`src/rtl/a2d_spi_resp.sv`:
```
`default_nettype none
// ============================================================================
// Module   : a2d_spi_resp
// Purpose  : ADC128S-style SPI responder standing in for the analog front end.
//            Every 16-bit frame captures a channel command on MOSI, and MISO
//            returns the conversion that the previous frame asked for.
//            The pins are asynchronous to clk and are synchronised internally.
// Ports    : clk        system clock (the only clock)
//            RST        synchronous, active-high reset
//            SS_n       SPI slave select, active low
//            SCLK       SPI clock, idle low (mode 0)
//            MOSI       command bits, MSB first
//            MISO       response bits, MSB first, 0 while deselected
//            BATT       battery level code (12 bits)
//            BRAKE      brake lever code (12 bits)
//            TORQUE     pedal torque code (12 bits)
//            xfer_done  1-clk pulse on a clean 16-bit frame
//            frm_err    1-clk pulse when SS_n rises with bit count != 16
//            last_ch    channel captured by the most recent clean frame
//            frm_cnt    clean-frame counter, wraps 255 -> 0
// Revision : 1.0 - initial release
// ============================================================================
module a2d_spi_resp #(
  parameter logic [2:0]  BATT_CH   = 3'd0,
  parameter logic [2:0]  BRAKE_CH  = 3'd1,
  parameter logic [2:0]  TORQUE_CH = 3'd4,
  parameter logic [11:0] UNMAP_VAL = 12'hA5A
) (
  input  logic        clk,
  input  logic        RST,
  input  logic        SS_n,
  input  logic        SCLK,
  input  logic        MOSI,
  output logic        MISO,
  input  logic [11:0] BATT,
  input  logic [11:0] BRAKE,
  input  logic [11:0] TORQUE,
  output logic        xfer_done,
  output logic        frm_err,
  output logic [2:0]  last_ch,
  output logic [7:0]  frm_cnt
);

  localparam logic [1:0] c_ST_IDLE   = 2'd0;
  localparam logic [1:0] c_ST_SHIFT  = 2'd1;
  localparam logic [1:0] c_ST_FINISH = 2'd2;

  localparam logic [4:0] c_FRAME_BITS = 5'd16;
  localparam logic [4:0] c_CNT_SAT    = 5'd17;

  // [0] first sync flop, [1] second sync flop, [2] edge-detect history
  logic [2:0]  r_ss_sync;
  logic [2:0]  r_sclk_sync;
  logic [1:0]  r_mosi_sync;

  logic [1:0]  r_state;
  logic [4:0]  r_bit_cnt;
  logic [15:0] r_tx_shft;
  // Only command bits [13:11] are ever consumed; 14 bits of history is
  // enough to hold them in place after 16 shifts.
  logic [13:0] r_rx_shft;
  logic [2:0]  r_ptr_ch;
  logic [2:0]  r_last_ch;
  logic [7:0]  r_frm_cnt;
  logic        r_xfer_done;
  logic        r_frm_err;

  // After reset the preset SS_n pipeline must refill with the real pin level
  // before a falling edge is trusted; otherwise a reset taken mid-frame would
  // see a fake SS_n fall and start serving the remainder of that frame.
  logic [1:0]  r_settle;
  logic        r_armed;

  logic        w_ss_fall;
  logic        w_ss_rise;
  logic        w_sclk_rise;
  logic        w_sclk_fall;
  logic [11:0] w_val;

  assign w_ss_fall   = ~r_ss_sync[1] &  r_ss_sync[2];
  assign w_ss_rise   =  r_ss_sync[1] & ~r_ss_sync[2];
  assign w_sclk_rise =  r_sclk_sync[1] & ~r_sclk_sync[2];
  assign w_sclk_fall = ~r_sclk_sync[1] &  r_sclk_sync[2];

  // Priority order resolves colliding channel parameters.
  always_comb begin
    w_val = UNMAP_VAL;
    if (r_ptr_ch == BATT_CH)
      w_val = BATT;
    else if (r_ptr_ch == BRAKE_CH)
      w_val = BRAKE;
    else if (r_ptr_ch == TORQUE_CH)
      w_val = TORQUE;
  end

  always_ff @(posedge clk) begin
    if (RST) begin
      r_ss_sync   <= 3'b111;
      r_sclk_sync <= 3'b000;
      r_mosi_sync <= 2'b00;
      r_settle    <= 2'd0;
      r_armed     <= 1'b0;
    end else begin
      r_ss_sync   <= {r_ss_sync[1:0], SS_n};
      r_sclk_sync <= {r_sclk_sync[1:0], SCLK};
      r_mosi_sync <= {r_mosi_sync[0], MOSI};
      if (r_settle != 2'd3)
        r_settle <= r_settle + 2'd1;
      if ((r_settle == 2'd3) && r_ss_sync[1])
        r_armed <= 1'b1;
    end
  end

  always_ff @(posedge clk) begin
    if (RST) begin
      r_state     <= c_ST_IDLE;
      r_bit_cnt   <= 5'd0;
      r_tx_shft   <= 16'h0000;
      r_rx_shft   <= 14'h0000;
      r_ptr_ch    <= 3'd0;
      r_last_ch   <= 3'd0;
      r_frm_cnt   <= 8'd0;
      r_xfer_done <= 1'b0;
      r_frm_err   <= 1'b0;
    end else begin
      r_xfer_done <= 1'b0;
      r_frm_err   <= 1'b0;
      case (r_state)
        c_ST_IDLE: begin
          if (w_ss_fall && r_armed) begin
            r_tx_shft <= {4'h0, w_val};
            r_bit_cnt <= 5'd0;
            r_state   <= c_ST_SHIFT;
          end
        end
        c_ST_SHIFT: begin
          // SS_n rise takes precedence over any SCLK edge in the same clk.
          if (w_ss_rise) begin
            if (r_bit_cnt == c_FRAME_BITS) begin
              r_state <= c_ST_FINISH;
            end else begin
              r_frm_err <= 1'b1;
              r_state   <= c_ST_IDLE;
            end
          end else if (w_sclk_rise) begin
            r_rx_shft <= {r_rx_shft[12:0], r_mosi_sync[1]};
            if (r_bit_cnt != c_CNT_SAT)
              r_bit_cnt <= r_bit_cnt + 5'd1;
          end else if (w_sclk_fall && (r_bit_cnt != 5'd0)) begin
            // A fall before any rise (SCLK high at select) keeps the MSB.
            r_tx_shft <= {r_tx_shft[14:0], 1'b0};
          end
        end
        c_ST_FINISH: begin
          r_ptr_ch    <= r_rx_shft[13:11];
          r_last_ch   <= r_rx_shft[13:11];
          r_xfer_done <= 1'b1;
          r_frm_cnt   <= r_frm_cnt + 8'd1;
          r_state     <= c_ST_IDLE;
        end
        default: r_state <= c_ST_IDLE;
      endcase
    end
  end

  assign MISO      = ~r_ss_sync[1] & r_tx_shft[15];
  assign xfer_done = r_xfer_done;
  assign frm_err   = r_frm_err;
  assign last_ch   = r_last_ch;
  assign frm_cnt   = r_frm_cnt;

endmodule
`default_nettype wire
```
`config.mk`:
```
export PLATFORM = sky130hd
export DESIGN_NAME = a2d_spi_resp
export DESIGN_NICKNAME = d
export VERILOG_FILES = /design/src/rtl/a2d_spi_resp.sv
export SDC_FILE = /design/constraint.sdc
export NUM_CORES = 1
export LEC_CHECK = 0
export CORE_MARGIN = 3
export CORE_UTILIZATION = 51
export CTS_CLUSTER_DIAMETER = 100
export DETAILED_ROUTE_END_ITERATION = 10
export PLACE_DENSITY = 0.81
export SETUP_SLACK_MARGIN = 0.5
export SLEW_MARGIN = 10
export SYNTH_ARGS = -nofsm -noshare
export SYNTH_HDL_FRONTEND = slang
export SYNTH_SLANG_ARGS = --single-unit
```
`constraint.sdc`:
```
create_clock -name clk -period 2.5 [get_ports clk]
set_input_delay 0.5 -clock clk [delete_from_list [all_inputs] [get_ports clk]]
set_output_delay 0.5 -clock clk [all_outputs]
set_load 0.01 [all_outputs]
```
==> results.json, run 1 <==
{
  "critical_path.top_delay_family": "buffers and inverters",
  "timing.hold.ws_ns": 0.409,
  "grt_antenna_before_repair": 0,
  "first_global_vias": 2320,
  "fraction_of_final_layout_cells_sized_beyond_drive_strength_1_pct": 8.72,
  "synth_top_family_by_area": "simple AND/OR/NAND/NOR gates",
  "syn-cell-area_sq_um": 2740,
  "placeableCoreArea_sq_um": 5140,
  "final-max-slew-violation-count": 0,
  "root_buffer": "clkbuf_8",
  "fin_skew_ns": 0.00847,
  "power_density_nw_per_um2": 534,
  "fin_cells": 437,
  "mux_contribution_to_synthesized_area_pct": 5.12,
  "critical-path-slowest-cell": "clkdlybuf4s50_1",
  "wl_per_cell_microns": 14.6,
  "postSynthCellCount": 309,
  "timing.critical_path.cells": "clkdlybuf4s50_1",
  "crit_end_element": "output pin",
  "dpl.hpwl_microns": 4570,
  "min_path_cells": 1,
  "setup_violations": 0,
  "adder_cell_area_share_of_the_yosys_netlist_pct": 2.29,
  "cts.htree.levels": 3,
  "detail_route.drc_violations": 0,
  "layout_common_cells": "dfxtp_1, clkdlybuf4s50_1, nand2_1",
  "mostFrequentLayoutCell": "dfxtp_1",
  "cts_setup_buffers": 0,
  "max_freq_ghz": 0.526,
  "synth-simple-area-share_pct": 24.5,
  "numPortBuffers": 54,
  "power.combinational.fraction_pct": 7.5,
  "grt_start_max_net_pins": 38,
  "diodes": 0,
  "routed_via_count": 2403,
  "design_area_sq_um": 3510,
  "setup.reg_to_reg.worst_slack_ns": 0.62,
  "post_synth_net_total": 355,
  "start_util_pct": 53.2,
  "hold_class": "reg2reg",
  "critical_path.max_stage_delay_ns": 0.59,
  "placed_cells": 421,
  "grt_pass1_wl_microns": 10500,
  "placed_area_sq_um": 3320,
  "min-delay-start": "r_ss_sync[0]$_SDFF_PP1_",
  "share_clk_of_total_power_pct": 39.2,
  "clk_pin_slew_ns": 0.07,
  "synth-compound-area-share_pct": 17.2,
  "floorplan.die.width_microns": 79.2,
  "setup_tns_ns": 0,
  "io_pins": 55,
  "final_period_demand_of_the_worst_path_ns": 1.90,
  "synth_cell_type_count": 51,
  "maximum_net_fanout_on_the_critical_path": 16,
  "placementRows": 26,
  "worst_ep_required_time_ns": 2.00,
  "share_of_synthesized_registers_carrying_an_async_set_or_reset_pct": 0,
  "startpoint_class_of_the_critical_path": "flop",
  "layout-area-overhead-vs-synth_pct": 28.4,
  "synth_enable_flop_cells": 0,
  "drt-vias-per-instance": 5.50,
  "cts_repair_resize_count": 1,
  "drt_first_pass_iters": 4,
  "die-area_sq_um": 6280,
  "post_cts_hold_buffer_count": 0,
  "fp.dieH_microns": 79.2,
  "outcome": "finished clean",
  "yosysSeqAreaShare_pct": 44.6,
  "synth.ff_latch_count": 61,
  "reg2regPathDepth": 6,
  "relSlewSlack_pct": 56.1,
  "grt-ovfl-total": 0,
  "whs_endpoint": "r_ss_sync[1]$_SDFF_PP1_",
  "critical_path.reg2reg.startpoint": "r_bit_cnt[1]$_SDFFE_PP0P_",
  "timing.critical_path.arrival_ns": 1.40,
  "ctsLongestPathBuffers": 2,
  "grt_util_all_layers_pct": 21.6,
  "worst-setup-path-type": "reg2out",
  "tritoncts.num_buffers": 9,
  "tritoncts": "built",
  "synth_top_flop_cell": "dfxtp_1",
  "path_buf_inv": 1,
  "place.gp.congestion": 0.887,
  "final_net_count": 408,
  "maxCapViolations": 0,
  "vdd.ir_drop.worst_v": 0.000502,
  "insertion_delay_ns": 0.34,
  "net-switching-power_mw": 0.440,
  "leakagePower_nw": 1.23,
  "power_frac_seq_pct": 53.3,
  "actual_slew_at_the_worst_max_slew_pin_ns": 0.653,
  "route.final.wire_length_microns": 6380,
  "rr_endpoint": "r_tx_shft[11]$_SDFFE_PP0P_",
  "grt_setup_unrepaired": "true",
  "drtAntennaViolNets": 0,
  "yosys.area_share.xor_xnor_pct": 2.56,
  "detail_route.iter0.violations": 103,
  "p_int_mw": 1.43,
  "ys.warnings.count": 0,
  "design_power_total_mw": 1.87,
  "cts.sink_count": 61,
  "sw_frac_of_total_pct": 23.5,
  "layout_worst_path_cycle_share_pct": 76.1,
  "syn_avg_cell_area_sq_um": 8.85,
  "finalHoldViolCount": 0
}
-- sequential cells by signal, summed over array words and instances, names as in the netlist --
register and count:
frm_err 1, frm_cnt 8, r_mosi_sync 2, r_armed 1, r_sclk_sync 3, r_tx_shft 16, xfer_done 1, r_settle 2
r_rx_shft 14, r_bit_cnt 5, last_ch 3, r_state 2, r_ss_sync 3
-- per-stage QoR --
stage	setup slack, ns	util, %
floorplan	0.671	-
global placement	0.646	64.6
detailed placement	0.586	64.6
CTS	0.585	67.9
global route	0.499	68.3
finish	0.597	68.3
-- layer usage --
metal / part of all wire, % / GRT usage [%] / wire (microns)
met1: 41 / 24.7 / 2630
met2: 51 / 37.1 / 3260
met3: 5.5 / 6.58 / 348
met4: 2.1 / 9.11 / 134
met5: 0 / 0 / 0
-- power groups by stage --
stage | sequential (mW) | clock (mW) | combinational, mW
after CTS | 0.999 | 0.761 | 0.140
final | 0.999 | 0.735 | 0.140
after detailed placement | 1.02 | 0 | 0.139
after global placement | 1.02 | 0 | 0.134
after global routing | 1.00 | 0.807 | 0.154
after floorplan | 1.02 | 0 | 0.0623
-- final cells by class --
type / count / area (sq um)
timing repair buffer: 59 / 573
tap: 70 / 87.6
clock buffer: 11 / 131
multi-input combinational: 225 / 1440
fill: 435 / 1630
sequential: 61 / 1220
inverter: 6 / 22.5
clock inverter: 5 / 37.5
-- Yosys cell counts (all sizes together) (2+ instances only) --
master  instances  area share, %
dfxtp          61             45
nand2          43            5.9
nor2           31            4.3
a21oi          21            3.8
mux2i          14            5.1
clkbuf         12            1.7
nand2b         12            2.8
a221oi         11            3.5
nor2b          10            2.3
o21ai           9            1.6
nand3b          7            1.9
xor2            7            2.2
inv             6           0.82
a221o           5            1.8
a22oi           5            1.4
buf             5            1.1
ha              5            2.3
nand4           4           0.91
a211o           3           0.96
and3            3           0.69
nand3           3           0.55
o22ai           3           0.69
or2             3           0.69
and2            2           0.46
nor4b           2           0.87
o31ai           2           0.55
or3             2           0.46
-- worst max-delay path by stage --
stage / start / end / slack (ns) / cells after the start
finish: last_ch[0]$_SDFFE_PP0P_ / last_ch[0] / 0.60 / 1
CTS: r_bit_cnt[0]$_SDFFE_PP0P_ / r_tx_shft[2]$_SDFFE_PP0P_ / 0.58 / 6
global placement: r_bit_cnt[0]$_SDFFE_PP0P_ / r_tx_shft[8]$_SDFFE_PP0P_ / 0.65 / 6
floorplan: r_bit_cnt[0]$_SDFFE_PP0P_ / r_tx_shft[11]$_SDFFE_PP0P_ / 0.67 / 7
global route: r_ss_sync[1]$_SDFF_PP1_ / r_tx_shft[8]$_SDFFE_PP0P_ / 0.50 / 4
detailed placement: r_bit_cnt[0]$_SDFFE_PP0P_ / r_tx_shft[7]$_SDFFE_PP0P_ / 0.59 / 6
-- kinds of logic after synthesis --
logic type	count (synthesis)
and+or+nand+nor	130
xor gates and xnor gates	8
DFF	61
muxes	14
buffers and inverters	23
AOI/OAI and AO/OA	68
adders and majority gates	5
Note: power is estimated with default switching activity, not from simulation.
==> run 2, diff against run 1 <==
==> constraint.sdc (replaced) <==
create_clock -name clk -period 1.92 [get_ports clk]
set_input_delay 0.384 -clock clk [delete_from_list [all_inputs] [get_ports clk]]
set_output_delay 0.384 -clock clk [all_outputs]
set_load 0.01 [all_outputs]
==> run 2 against run 1 <==
Flip-flop and latch count did not move. Utilization rose by 6.5 points. Clock-buffer cell count fell by 2. Critical endpoint is now r_tx_shft[11]$_SDFFE_PP0P_. Largest power group unchanged.
==> results.json, run 2 (synthesis gave the netlist of run 1 again) <==
{
  "outcome": "finished clean",
  "layout_worst_path_cycle_share_pct": 89.1,
  "route.final.wire_length_microns": 6880,
  "grt_antenna_before_repair": 0,
  "routed_via_count": 2467,
  "final_net_count": 427,
  "placed_area_sq_um": 3420,
  "min_path_cells": 1,
  "root_buffer": "clkbuf_8",
  "final_period_demand_of_the_worst_path_ns": 1.71,
  "largest_register_ff_count": 16,
  "grt_start_max_net_pins": 33,
  "maximum_net_fanout_on_the_critical_path": 6,
  "finalHoldViolCount": 0,
  "drt-vias-per-instance": 5.41,
  "route.layer.met1.wl_microns": 2850,
  "detail_route.drc_violations": 0,
  "met3_length_microns": 246,
  "critical_path.max_stage_delay_ns": 0.50,
  "actual_slew_at_the_worst_max_slew_pin_ns": 0.413,
  "setup_violations": 0,
  "floorplan.die.width_microns": 79.2,
  "grt_util_all_layers_pct": 22.2,
  "placementRows": 26,
  "worst-setup-path-type": "reg2reg",
  "ctsLongestPathBuffers": 2,
  "fin_cells": 456,
  "startpoint_class_of_the_critical_path": "flop",
  "vdd.ir_drop.worst_v": 0.000689,
  "placeableCoreArea_sq_um": 5140,
  "numPortBuffers": 54,
  "insertion_delay_ns": 0.34,
  "critical-path-slowest-cell": "or4_4",
  "power_density_nw_per_um2": 689,
  "first_global_vias": 2282,
  "cts.sink_count": 61,
  "drt_first_pass_iters": 4,
  "maxCapViolations": 0,
  "fin_skew_ns": 0.00958,
  "design_power_total_mw": 2.65,
  "grt-ovfl-total": 0,
  "top_layer": "met4",
  "dpl.hpwl_microns": 4480,
  "wl_per_cell_microns": 15.1,
  "met2WireLength_microns": 3610,
  "reg2regPathDepth": 6,
  "grt_pass1_wl_microns": 10700,
  "crit_end_element": "flop",
  "grt_setup_unrepaired": "true",
  "clk_pin_slew_ns": 0.08,
  "io_pins": 55,
  "die-area_sq_um": 6280,
  "fp.dieH_microns": 79.2,
  "setup_tns_ns": 0,
  "timing.critical_path.cells": "inv_4 > ha_4 > nor4b_4 > or4_4 > nor3b_1 > a211o_1",
  "layout_common_cells": "dfxtp_1, nand2_1, clkdlybuf4s50_1",
  "drtAntennaViolNets": 0,
  "start_util_pct": 53.2,
  "tritoncts.num_buffers": 9,
  "mostFrequentLayoutCell": "dfxtp_1",
  "leakagePower_nw": 1.44,
  "fraction_of_final_layout_cells_sized_beyond_drive_strength_1_pct": 20.7,
  "max_freq_ghz": 0.584,
  "detail_route.iter0.violations": 123,
  "worst_ep_required_time_ns": 2.15,
  "hold_class": "reg2reg",
  "regMostFlops": "r_tx_shft",
  "design_area_sq_um": 3850,
  "timing.critical_path.arrival_ns": 1.94,
  "tritoncts": "built",
  "relSlewSlack_pct": 72.5,
  "diodes": 0,
  "place.gp.congestion": 0.815,
  "cts.htree.levels": 3,
  "final-max-slew-violation-count": 0,
  "layout-area-overhead-vs-synth_pct": 40.7,
  "placed_cells": 426
}
-- run 2: changes by cell type in the layout (fill, tap and decap cells not counted), moves of 6 or more --
cell             before  now
buf_4                 5   17
buf_6                 0    6
clkdlybuf4s50_1      53   39
dfxtp_1              59   49
dfxtp_2               2    8
dlygate4sd2_1         0    9
-- run 2: final timing paths --
path	startpoint	to	slack, ns
max	r_bit_cnt[0]$_SDFFE_PP0P_	r_tx_shft[11]$_SDFFE_PP0P_	0.21
min	r_ss_sync[0]$_SDFF_PP1_	r_ss_sync[1]$_SDFF_PP1_	0.44
max reg2reg	r_bit_cnt[0]$_SDFFE_PP0P_	r_tx_shft[11]$_SDFFE_PP0P_	0.21
min reg2reg	r_ss_sync[0]$_SDFF_PP1_	r_ss_sync[1]$_SDFF_PP1_	0.44
-- run 2: routing by layer --
metal  vias up  global-route usage, %
li1       1241                      -
met1      1160                   25.5
met2        50                   38.2
met3        16                   4.54
met4         0                   12.9
met5         -                      0
-- run 2: layout make-up --
type	count	area, sq um
Clock buffer	9	124
Fill cell	407	1290
Timing Repair Buffer	78	734
Multi-Input combinational cell	225	1550
Sequential cell	61	1250
Inverter	6	25.0
Tap cell	70	87.6
Clock inverter	7	82.6
-- run 2: repair_timing --
action	in CTS	in global routing
pin swaps	17	13
endpoints found under the hold margin	0	0
gates resized for setup	47	15
setup buffers	10	4
endpoints found under the setup margin	49	44
hold buffers	0	0
cloned	0	0
-- run 2: worst max-delay path: cells and delay by family (launching register included) --
kind / cells / cell delay, ns
AO/OA/AOI/OAI: 1 / 0.25
buffers and inverters: 1 / 0.04
AND/OR/NAND/NOR: 3 / 0.80
adder cells (fa/ha/maj): 1 / 0.15
flip-flops: 1 / 0.36
-- run 2: where the power goes --
| part | internal, mW | total, mW | switching (mW) |
|---|---|---|---|
| clock network | 0.618 | 1.16 | 0.543 |
| registers | 1.28 | 1.30 | 0.0146 |
| logic | 0.117 | 0.194 | 0.0776 |
| total | 2.02 | 2.65 | 0.635 |
-- run 2: metrics by stage --
stage               hold slack [ns]  worst slack [ns]  util, %
floorplan                     0.389             0.179        -
global placement              0.398             0.144     66.6
detailed placement            0.403            0.0788     66.6
CTS                           0.419             0.238     73.7
global route                  0.455             0.160     74.9
finish                        0.443             0.208     74.9
==> run 3, diff against run 2 <==
--- a/config.mk
+++ b/config.mk
@@ -9,6 +9,7 @@
 export CORE_UTILIZATION = 51
 export CTS_CLUSTER_DIAMETER = 100
 export DETAILED_ROUTE_END_ITERATION = 10
+export GPL_TIMING_DRIVEN = 1
 export PLACE_DENSITY = 0.81
 export SETUP_SLACK_MARGIN = 0.5
 export SLEW_MARGIN = 10
==> constraint.sdc (replaced) <==
create_clock -name clk -period 1.73 [get_ports clk]
set_input_delay 0.346 -clock clk [delete_from_list [all_inputs] [get_ports clk]]
set_output_delay 0.346 -clock clk [all_outputs]
set_load 0.01 [all_outputs]
==> run 3 against run 2 <==
Global-route usage grew 2.2 points. Flip-flop and latch count is the same. Non-clock buffer count grew 18. Highest routed layer unchanged.
==> results.json, run 3 (synthesis gave the netlist of run 1 again) <==
{
  "outcome": "finished clean",
  "numPortBuffers": 54,
  "dpl.hpwl_microns": 4610,
  "final_period_demand_of_the_worst_path_ns": 1.73,
  "drtAntennaViolNets": 0,
  "sequential_cell_area_sq_um": 1260,
  "max_freq_ghz": 0.579,
  "start_util_pct": 53.2,
  "layout-area-overhead-vs-synth_pct": 50.5,
  "fin_skew_ns": 0.00469,
  "critical-path-slowest-cell": "nor4bb_1",
  "first_global_vias": 2519,
  "critPathLaunch": "r_bit_cnt[1]$_SDFFE_PP0P_",
  "tritoncts.num_buffers": 9,
  "grt_start_max_net_pins": 26,
  "timing.critical_path.arrival_ns": 2.00,
  "leakagePower_nw": 1.62,
  "hold_class": "in2reg",
  "grt_setup_unrepaired": "true",
  "layout_common_cells": "dfxtp_1, clkdlybuf4s50_1, nand2_1",
  "worst-setup-path-type": "reg2reg",
  "detail_route.iter0.violations": 212,
  "fp.dieH_microns": 79.2,
  "drt_first_pass_iters": 7,
  "clk_pin_slew_ns": 0.07,
  "floorplan.die.width_microns": 79.2,
  "multi_input_comb_area_sq_um": 1670,
  "power_frac_seq_pct": 45.6,
  "placed_area_sq_um": 3490,
  "regMostFlops": "r_tx_shft",
  "pre_cts_slack_ns": -0.0174,
  "critical_path.top_delay_family": "compound AO/OA/AOI/OAI gates",
  "tritoncts": "built",
  "maxCapViolations": 0,
  "net-switching-power_mw": 0.692,
  "grt_antenna_before_repair": 0,
  "final_net_count": 446,
  "insertion_delay_ns": 0.35,
  "crit_end_element": "flop",
  "cts.htree.levels": 3,
  "place.gp.congestion": 0.792,
  "grt-ovfl-total": 0,
  "min-delay-start": "RST",
  "critical_path.reg2reg.startpoint": "r_bit_cnt[1]$_SDFFE_PP0P_",
  "setup_violations": 0,
  "maximum_net_fanout_on_the_critical_path": 4,
  "detail_route.drc_violations": 0,
  "power_density_nw_per_um2": 763,
  "fraction_of_final_layout_cells_sized_beyond_drive_strength_1_pct": 34.8,
  "critical_path.max_stage_delay_ns": 0.35,
  "path_buf_inv": 2,
  "fillerInstances": 333,
  "grt_util_all_layers_pct": 24.5,
  "root_buffer": "clkbuf_8",
  "p_int_mw": 2.45,
  "timing.critical_path.cells": "inv_2 > buf_4 > ha_2 > nor4bb_1 > o21ai_1 > a211o_1 > o21ai_0",
  "post-route-worst-setup-slack_ns": 0.00192,
  "actual_slew_at_the_worst_max_slew_pin_ns": 0.467,
  "cts.sink_count": 61,
  "power.combinational.fraction_pct": 7.6,
  "placeableCoreArea_sq_um": 5140,
  "sw_frac_of_total_pct": 22.0,
  "share_clk_of_total_power_pct": 46.8,
  "startpoint_class_of_the_critical_path": "flop",
  "design_power_total_mw": 3.14,
  "finalHoldViolCount": 0,
  "design_area_sq_um": 4120,
  "vdd.ir_drop.worst_v": 0.000702,
  "relSlewSlack_pct": 68.7,
  "diodes": 0,
  "placementRows": 26,
  "largest_register_ff_count": 16,
  "routed_via_count": 2695,
  "drt-vias-per-instance": 5.67,
  "wl_per_cell_microns": 16.8,
  "route.final.wire_length_microns": 7970,
  "layout_worst_path_cycle_share_pct": 99.9,
  "grt_pass1_wl_microns": 11900,
  "io_pins": 55,
  "mostFrequentLayoutCell": "dfxtp_1",
  "die-area_sq_um": 6280,
  "final-max-slew-violation-count": 0,
  "setup_tns_ns": 0,
  "ctsLongestPathBuffers": 2,
  "worst_ep_required_time_ns": 2.00
}
[run 3: cell types whose count changed in the layout (fill, tap and decap cells not counted), sizes merged]
cell and change:
nand2b +1, dlygate4sd2 -9, clkdlybuf4s15 -4, clkdlybuf4s25 +1, clkbuf +2, buf +30, bufinv +1, inv -3
[run 3: metal layers]
layer	GRT usage, %	wire length (microns)	share of wire, %	vias to the layer above
li1	-	-	-	1282
met1	28.7	3070	39	1270
met2	40.9	4160	52	115
met3	8.39	523	6.6	28
met4	9.45	222	2.8	0
met5	0	0	0	-
[run 3: worst paths after layout]
kind                            slack (ns)  cells after the start                         to
worst max-delay path                 0.002                      7  r_bit_cnt[0]$_SDFFE_PP0P_
worst min-delay path                  0.35                      2    r_state[0]$_SDFFE_PP0P_
worst max register to register       0.002                      7  r_bit_cnt[0]$_SDFFE_PP0P_
worst min register to register        0.42                      1    r_ss_sync[1]$_SDFF_PP1_
[run 3: through the flow]
step	hold WS [ns]	util [%]	instances
final	0.348	80.1	475
after global routing	0.381	80.1	475
after CTS	0.333	75.6	463
after detailed placement	0.401	67.9	432
after global placement	0.413	67.9	432
after floorplan	0.389	-	309
[run 3: power by group through the flow]
stage	clock (mW)	sequential [mW]	combinational [mW]
floorplan	0	1.47	0.0963
global placement	0	1.47	0.205
detailed placement	0	1.47	0.212
CTS	1.48	1.43	0.220
global route	1.55	1.44	0.258
finish	1.47	1.43	0.238
[run 3: worst reg2reg max path: stages, from the launching register on]
cell and delay, ns:
dfxtp_2 0.33, inv_2 0.08, buf_4 0.12, ha_2 0.17, nor4bb_1 0.35, o21ai_1 0.21
a211o_1 0.33, o21ai_0 0.07
[run 3: timing repair]
item	CTS	global route
resized for setup	87	49
setup buffers	13	11
hold buffers	0	0
pin swaps	11	17
cloned	2	1
setup endpoints to repair	57	46
[run 3: cell type report]
cell class / instances / area share (%)
Multi-Input combinational cell: 226 / 40.6
Clock buffer: 11 / 3.68
Timing Repair Buffer: 96 / 20.4
Sequential cell: 61 / 30.7
Tap cell: 70 / 2.13
Clock inverter: 5 / 2.01
Inverter: 6 / 0.547
